[src/rtl/hazard_stall_controller_if.sv]
// Decode-side hazard interface: ID instruction fields and redirect in, pipeline
// enables, flush/bubble controls and stall statistics out.
interface hazard_stall_controller_if #(
  parameter int CNT_W = 16
);
  logic             id_valid;
  logic [4:0]       id_rs;
  logic [4:0]       id_rt;
  logic             id_uses_rs;
  logic             id_uses_rt;
  logic [4:0]       id_dest;
  logic             id_reg_write;
  logic             id_mem_read;
  logic             redirect;
  logic             pc_write;
  logic             ifid_write;
  logic             ifid_flush;
  logic             idex_bubble;
  logic             stall;
  logic [CNT_W-1:0] stall_count;

  modport master (
    output id_valid, id_rs, id_rt, id_uses_rs, id_uses_rt, id_dest,
           id_reg_write, id_mem_read, redirect,
    input  pc_write, ifid_write, ifid_flush, idex_bubble, stall, stall_count
  );

  modport slave (
    input  id_valid, id_rs, id_rt, id_uses_rs, id_uses_rt, id_dest,
           id_reg_write, id_mem_read, redirect,
    output pc_write, ifid_write, ifid_flush, idex_bubble, stall, stall_count
  );
endinterface

[src/rtl/hazard_stall_controller.sv]
// Scoreboard RAW-hazard stall / redirect flush controller for the decode stage.
// Optional feature macro: FORWARDING_EN (only loads occupy the scoreboard).
module hazard_stall_controller #(
  parameter int WB_LATENCY   = 3,
  parameter int LOAD_LATENCY = 1,
  parameter int FLUSH_CYCLES = 1,
  parameter int CNT_W        = 16
) (
  input  logic                    clk_i,
  input  logic                    rst_ni,
  hazard_stall_controller_if.slave hz
);

  typedef enum logic [1:0] {ST_RUN, ST_STALL, ST_FLUSH} state_t;

  state_t           state_q;
  logic [1:0]       flush_cnt_q;
  logic [1:0]       sb_q [32];
  logic [1:0]       sb_d [32];
  logic [CNT_W-1:0] stall_count_q;
  logic [CNT_W-1:0] stall_count_d;

  logic       rs_busy;
  logic       rt_busy;
  logic       haz;
  logic       redirect_active;
  logic       issue;
  logic [1:0] issue_lat;

  logic pc_write_o;
  logic ifid_write_o;
  logic ifid_flush_o;
  logic idex_bubble_o;
  logic stall_o;

`ifdef FORWARDING_EN
  localparam int unused_wb_latency = WB_LATENCY;
  assign issue_lat = hz.id_mem_read ? 2'(LOAD_LATENCY) : 2'd0;
`else
  localparam int unused_load_latency = LOAD_LATENCY;
  logic unused_mem_read;
  assign unused_mem_read = hz.id_mem_read;
  assign issue_lat       = 2'(WB_LATENCY);
`endif

  always_comb begin
    rs_busy         = hz.id_uses_rs && (hz.id_rs != 5'd0) && (sb_q[hz.id_rs] != 2'd0);
    rt_busy         = hz.id_uses_rt && (hz.id_rt != 5'd0) && (sb_q[hz.id_rt] != 2'd0);
    haz             = hz.id_valid && (rs_busy || rt_busy);
    redirect_active = hz.redirect || (state_q == ST_FLUSH);
    issue           = hz.id_valid && !haz && !redirect_active;
  end

  // A fresh issue overrides the same-cycle decrement of its destination entry.
  always_comb begin
    for (int i = 0; i < 32; i++) begin
      sb_d[i] = (sb_q[i] != 2'd0) ? sb_q[i] - 2'd1 : 2'd0;
    end
    if (issue && hz.id_reg_write && (hz.id_dest != 5'd0)) begin
      sb_d[hz.id_dest] = issue_lat;
    end
    sb_d[0] = 2'd0;
  end

  always_ff @(posedge clk_i or negedge rst_ni) begin
    if (!rst_ni) begin
      for (int i = 0; i < 32; i++) sb_q[i] <= 2'd0;
    end else begin
      for (int i = 0; i < 32; i++) sb_q[i] <= sb_d[i];
    end
  end

  always_ff @(posedge clk_i or negedge rst_ni) begin
    if (!rst_ni) begin
      state_q     <= ST_RUN;
      flush_cnt_q <= 2'd0;
    end else begin
      case (state_q)
        ST_RUN: begin
          if (hz.redirect) begin
            state_q     <= ST_FLUSH;
            flush_cnt_q <= 2'(FLUSH_CYCLES);
          end else if (haz) begin
            state_q <= ST_STALL;
          end
        end
        ST_STALL: begin
          if (hz.redirect) begin
            state_q     <= ST_FLUSH;
            flush_cnt_q <= 2'(FLUSH_CYCLES);
          end else if (!haz) begin
            state_q <= ST_RUN;
          end
        end
        ST_FLUSH: begin
          if (hz.redirect) begin
            flush_cnt_q <= 2'(FLUSH_CYCLES);
          end else if (flush_cnt_q == 2'd1) begin
            state_q <= ST_RUN;
          end else begin
            flush_cnt_q <= flush_cnt_q - 2'd1;
          end
        end
        default: state_q <= ST_RUN;
      endcase
    end
  end

  // Reset forces the pipeline frozen with IF/ID cleared and ID/EX bubbled.
  always_comb begin
    pc_write_o    = 1'b1;
    ifid_write_o  = 1'b1;
    ifid_flush_o  = 1'b0;
    idex_bubble_o = 1'b0;
    stall_o       = 1'b0;
    if (!rst_ni) begin
      pc_write_o    = 1'b0;
      ifid_write_o  = 1'b0;
      ifid_flush_o  = 1'b1;
      idex_bubble_o = 1'b1;
    end else if (redirect_active) begin
      ifid_flush_o  = 1'b1;
      idex_bubble_o = 1'b1;
    end else if (haz) begin
      pc_write_o    = 1'b0;
      ifid_write_o  = 1'b0;
      idex_bubble_o = 1'b1;
      stall_o       = 1'b1;
    end
  end

  assign stall_count_d = (stall_o && (stall_count_q != '1)) ? stall_count_q + 1'b1
                                                            : stall_count_q;

  always_ff @(posedge clk_i or negedge rst_ni) begin
    if (!rst_ni) stall_count_q <= '0;
    else         stall_count_q <= stall_count_d;
  end

  assign hz.pc_write    = pc_write_o;
  assign hz.ifid_write  = ifid_write_o;
  assign hz.ifid_flush  = ifid_flush_o;
  assign hz.idex_bubble = idex_bubble_o;
  assign hz.stall       = stall_o;
  assign hz.stall_count = stall_count_q;

endmodule

[src/flat_wrapper.sv]
// flat-port wrapper written by rule: the top's interface ports become plain ports
module hazard_stall_controller_flat 
#(
  parameter int WB_LATENCY   = 3,
  parameter int LOAD_LATENCY = 1,
  parameter int FLUSH_CYCLES = 1,
  parameter int CNT_W        = 16
)
  (clk_i, rst_ni, hz_id_valid, hz_id_rs, hz_id_rt, hz_id_uses_rs, hz_id_uses_rt, hz_id_dest, hz_id_reg_write, hz_id_mem_read, hz_redirect, hz_pc_write, hz_ifid_write, hz_ifid_flush, hz_idex_bubble, hz_stall, hz_stall_count);
  hazard_stall_controller_if #(.CNT_W(CNT_W)) hz_i ();
  input  logic clk_i;
  input  logic rst_ni;
  input wire logic [$bits(hz_i.id_valid)-1:0] hz_id_valid;
  input wire logic [$bits(hz_i.id_rs)-1:0] hz_id_rs;
  input wire logic [$bits(hz_i.id_rt)-1:0] hz_id_rt;
  input wire logic [$bits(hz_i.id_uses_rs)-1:0] hz_id_uses_rs;
  input wire logic [$bits(hz_i.id_uses_rt)-1:0] hz_id_uses_rt;
  input wire logic [$bits(hz_i.id_dest)-1:0] hz_id_dest;
  input wire logic [$bits(hz_i.id_reg_write)-1:0] hz_id_reg_write;
  input wire logic [$bits(hz_i.id_mem_read)-1:0] hz_id_mem_read;
  input wire logic [$bits(hz_i.redirect)-1:0] hz_redirect;
  output wire logic [$bits(hz_i.pc_write)-1:0] hz_pc_write;
  output wire logic [$bits(hz_i.ifid_write)-1:0] hz_ifid_write;
  output wire logic [$bits(hz_i.ifid_flush)-1:0] hz_ifid_flush;
  output wire logic [$bits(hz_i.idex_bubble)-1:0] hz_idex_bubble;
  output wire logic [$bits(hz_i.stall)-1:0] hz_stall;
  output wire logic [$bits(hz_i.stall_count)-1:0] hz_stall_count;
  assign hz_i.id_valid = hz_id_valid;
  assign hz_i.id_rs = hz_id_rs;
  assign hz_i.id_rt = hz_id_rt;
  assign hz_i.id_uses_rs = hz_id_uses_rs;
  assign hz_i.id_uses_rt = hz_id_uses_rt;
  assign hz_i.id_dest = hz_id_dest;
  assign hz_i.id_reg_write = hz_id_reg_write;
  assign hz_i.id_mem_read = hz_id_mem_read;
  assign hz_i.redirect = hz_redirect;
  assign hz_pc_write = hz_i.pc_write;
  assign hz_ifid_write = hz_i.ifid_write;
  assign hz_ifid_flush = hz_i.ifid_flush;
  assign hz_idex_bubble = hz_i.idex_bubble;
  assign hz_stall = hz_i.stall;
  assign hz_stall_count = hz_i.stall_count;
  hazard_stall_controller #(.WB_LATENCY(WB_LATENCY), .LOAD_LATENCY(LOAD_LATENCY), .FLUSH_CYCLES(FLUSH_CYCLES), .CNT_W(CNT_W)) u_core (.clk_i(clk_i), .rst_ni(rst_ni), .hz(hz_i));
endmodule
[config.mk]
export PLATFORM = sky130hd
export DESIGN_NAME = hazard_stall_controller_flat
export DESIGN_NICKNAME = d
export VERILOG_FILES = /design/src/rtl/hazard_stall_controller_if.sv /design/src/rtl/hazard_stall_controller.sv /design/src/flat_wrapper.sv
export SDC_FILE = /design/constraint.sdc
export NUM_CORES = 1
export LEC_CHECK = 0
export CORE_AREA = 2 2 103 105
export CTS_CLUSTER_DIAMETER = 60
export DETAILED_ROUTE_END_ITERATION = 10
export DIE_AREA = 0 0 105 107
export DONT_BUFFER_PORTS = 1
export GPL_TIMING_DRIVEN = 0
export HOLD_SLACK_MARGIN = 0.1
export SLEW_MARGIN = 25
export SYNTH_ARGS = -nofsm -noshare
export SYNTH_HDL_FRONTEND = slang
export SYNTH_SLANG_ARGS = --single-unit
[constraint.sdc]
create_clock -name clk_i -period 7.2 [get_ports clk_i]
set_input_delay 1.8 -clock clk_i [delete_from_list [all_inputs] [get_ports clk_i]]
set_output_delay 1.8 -clock clk_i [all_outputs]
set_load 0.01 [all_outputs]
==> impl_metrics.py <==
metrics = {
    "run_status": {
        "status": "complete, no violations",
    },
    "timing": {
        "finalClockSkew_ns": 0.0149,
        "slew_headroom_pct": 39.1,
        "rsz0062_at_grt": "no",
        "finalHoldViolCount": 0,
        "period_minus_slack_ns": 6.42,
        "maxSlewViolCount": 0,
        "max_freq_ghz": 0.156,
        "hold_ws_ns": 0.480,
        "setup_viol": 0,
        "worstMarginPinSlew_ns": 0.909,
        "period_share_pct": 89.2,
        "setup_tns_ns": 0,
    },
    "worst_setup_path": {
        "path_buf_inv": 4,
        "crit_start": "hz_id_rt[1]",
        "crit_top_cell": "clkbuf_1",
        "ff2ff_setup_slack_ns": 4.15,
        "rr_worst_depth": 8,
        "critical_path.top_delay_family": "compound AO/OA/AOI/OAI gates",
        "cpPeakStageDelay_ns": 0.57,
        "rr_endpoint": "u_core.sb_q[5]$_DFF_PN0_",
        "cp_slowest_cell": "mux4_2",
        "required_ns": 5.40,
        "end_kind": "output port",
        "worst-path-max-fanout": 10,
        "path_cells": "clkbuf_1 -> mux4_2 -> a211o_1 -> a311o_1 -> buf_6 -> clkbuf_1 -> a31oi_1 -> buf_4",
        "crit_end": "hz_pc_write",
        "crit_path_start_kind": "primary input",
        "arrival_ns": 4.62,
        "cp.depth": 8,
        "r2r-start": "u_core.sb_q[4]$_DFF_PN0_",
        "worstSetupPathType": "primary input to output port",
    },
    "run": {
        "cap_violations": 0,
    },
    "clocking": {
        "cts_hold_buffers": 0,
        "htree_levels": 3,
        "cts_sinks": 82,
        "clock_path_buffers": 2,
        "post_cts_buffers": 0,
        "cts_tree": "yes",
        "cts-resized-gates": 0,
        "clockRootBuffer": "clkbuf_8",
        "clkTransAtPathRegs_ns": 0.09,
        "clock_latency_ns": 0.36,
        "numCtsBuffers": 9,
    },
    "logic_synthesis": {
        "async_flop_share_pct": 100,
        "syn_area_per_cell_sq_um": 10.3,
        "syn-cell-area_sq_um": 4230,
        "syn_inst": 409,
        "synth-seq-cells": 82,
        "yosysUniqueCellTypes": 45,
        "synth_nets": 434,
        "yosys_warnings": 0,
        "synth-main-ff-cell": "dfrtp_1",
        "synth-edff-count": 0,
        "synth_seq_area_share_pct": 48.5,
    },
    "power_and_ir_drop": {
        "p_leak_nw": 1.91,
        "clock_power_share_pct": 36.5,
        "finalPower_mw": 0.866,
        "sequentialPowerShare_pct": 55.3,
        "p_comb_share_pct": 8.2,
        "sw_frac_of_total_pct": 27.1,
        "p_per_area_nw_per_um2": 189,
        "peakVddDrop_v": 0.0000813,
        "net-switching-power_mw": 0.235,
        "p_int_mw": 0.632,
    },
    "cells_and_area": {
        "syn2layout_area_growth_pct": 8.41,
        "final_net_count": 445,
        "fin_area_sq_um": 4580,
        "drive_above_1_share_pct": 10.1,
        "n_antenna_cell": 0,
        "post-route-util_pct": 45.4,
    },
    "floorplanning": {
        "start_util_pct": 41.9,
        "die_w_um": 105,
        "core_sq_um": 10100,
        "die_h_um": 107,
        "ios": 44,
        "die-area_sq_um": 11200,
        "row_count": 37,
    },
    "grt": {
        "grt_max_degree": 85,
        "grt_pass1_vias": 3161,
        "track_usage_pct": 18.8,
        "antenna_found_initial": 0,
        "grt_overflow": 0,
        "grt_pass1_wl_mm": 16.5,
    },
    "placement": {
        "globalplace.congestion": 0.836,
        "portBuffers": 0,
        "dp.final_hpwl_mm": 7.06,
        "post_dp_cell_area_sq_um": 4400,
    },
    "route": {
        "vias": 3144,
        "ant_nets": 0,
        "viasPerCell": 5.60,
        "dr.pass1.iters": 5,
        "wl_mm": 9.86,
        "drt_iter0_markers": 176,
        "wl_per_cell_um": 17.6,
        "route.detailed.drc": 0,
    },
    "min_path": {
        "worstHoldStart": "u_core.state_q[0]$_DFFE_PN0P_",
        "hp-class": "register to register",
    },
}
[cell families (layout without fill, tap and decap cells)]
group / after synthesis / count (layout) / share of synthesized area [%]
AOI/OAI and AO/OA: 94 / 94 / 16.6
xor gates and xnor gates: 14 / 14 / 2.90
and+or+nand+nor: 138 / 138 / 18.6
buffers and inverters: 66 / 82 / 6.72
adders and majority gates: 2 / 2 / 0.592
DFF: 82 / 82 / 48.5
muxes: 13 / 13 / 6.10
[worst min-delay path by stage]
stage                                         end  slack, ns  depth (start not counted)
CTS                 u_core.state_q[1]$_DFFE_PN0P_       0.48                          1
floorplan           u_core.state_q[1]$_DFFE_PN0P_       0.45                          1
global route        u_core.state_q[1]$_DFFE_PN0P_       0.50                          1
detailed placement  u_core.state_q[1]$_DFFE_PN0P_       0.47                          1
finish              u_core.state_q[1]$_DFFE_PN0P_       0.48                          1
global placement    u_core.state_q[1]$_DFFE_PN0P_       0.46                          1
[layout by cell type, fill, tap and decap left out, drive strengths merged, types with 13 or more instances in the layout]
| cell | synthesis | layout |
|---|---|---|
| o21ai | 16 | 16 |
| nor3 | 13 | 13 |
| nor2 | 36 | 36 |
| dfrtp | 82 | 82 |
| clkbuf | 9 | 19 |
| nand4 | 21 | 21 |
| nand2 | 26 | 26 |
| a22o | 29 | 29 |
| buf | 14 | 14 |
| xnor2 | 14 | 14 |
| inv | 43 | 46 |
[worst reg2reg max path: stages, from the launching register on]
cell and delay, ns:
dfrtp_1 0.40, nor2_1 0.21, a21oi_1 0.10, mux4_2 0.45, a211o_1 0.30, a311o_1 0.43
buf_6 0.20, nor4_4 0.63, a32o_1 0.27
[layout make-up]
cell class / instances / area, sq um
Inverter: 43 / 161
Clock inverter: 6 / 47.5
Clock buffer: 10 / 138
Buffer: 23 / 123
Multi-Input combinational cell: 261 / 1890
Tap cell: 136 / 170
Sequential cell: 82 / 2050
Fill cell: 1004 / 5510
[state kept, by name, summed over array words and instances (netlist names)]
signal	flops
u_core.state_q	2
u_core.flush_cnt_q	2
u_core.sb_q	62
u_core.hz.stall_count	16
[synthesized netlist by cell type (all sizes together), types with 3 or more instances]
master,count,share of area (%)
dfrtp,82,49
inv,43,3.8
nor2,36,3.2
a22o,29,6.0
nand2,26,2.3
nand4,21,3.1
o21ai,16,1.9
buf,14,2.1
xnor2,14,2.9
nor3,13,1.5
and3,11,1.6
o22ai,11,1.6
a32o,10,2.4
mux4,10,5.3
a21oi,9,1.1
clkbuf,9,0.80
nand3,7,0.83
a31oi,5,0.74
nor2b,5,0.74
nor4,4,1.3
nand2b,3,0.44
nor4b,3,1.7
[power groups by stage]
| stage | clock (mW) | sequential [mW] | combinational, mW |
|---|---|---|---|
| floorplan | 0 | 0.486 | 0.0547 |
| global placement | 0 | 0.488 | 0.0700 |
| detailed placement | 0 | 0.488 | 0.0713 |
| CTS | 0.327 | 0.479 | 0.0715 |
| global route | 0.348 | 0.481 | 0.0791 |
| finish | 0.316 | 0.479 | 0.0710 |
[per-stage QoR]
step                      cells  setup slack [ns]
after global placement      545             0.788
final                       561             0.781
after floorplan             409              1.23
after global routing        561             0.601
after detailed placement    545             0.753
after CTS                   561             0.750
[routing by layer]
layer,track usage (%),up-vias,share of wire (%)
li1,-,1513,-
met1,25.3,1547,45
met2,29.5,72,48
met3,5.84,12,6.1
met4,5.24,0,1.1
met5,0,-,0
Power figures use the tool's default switching activity.
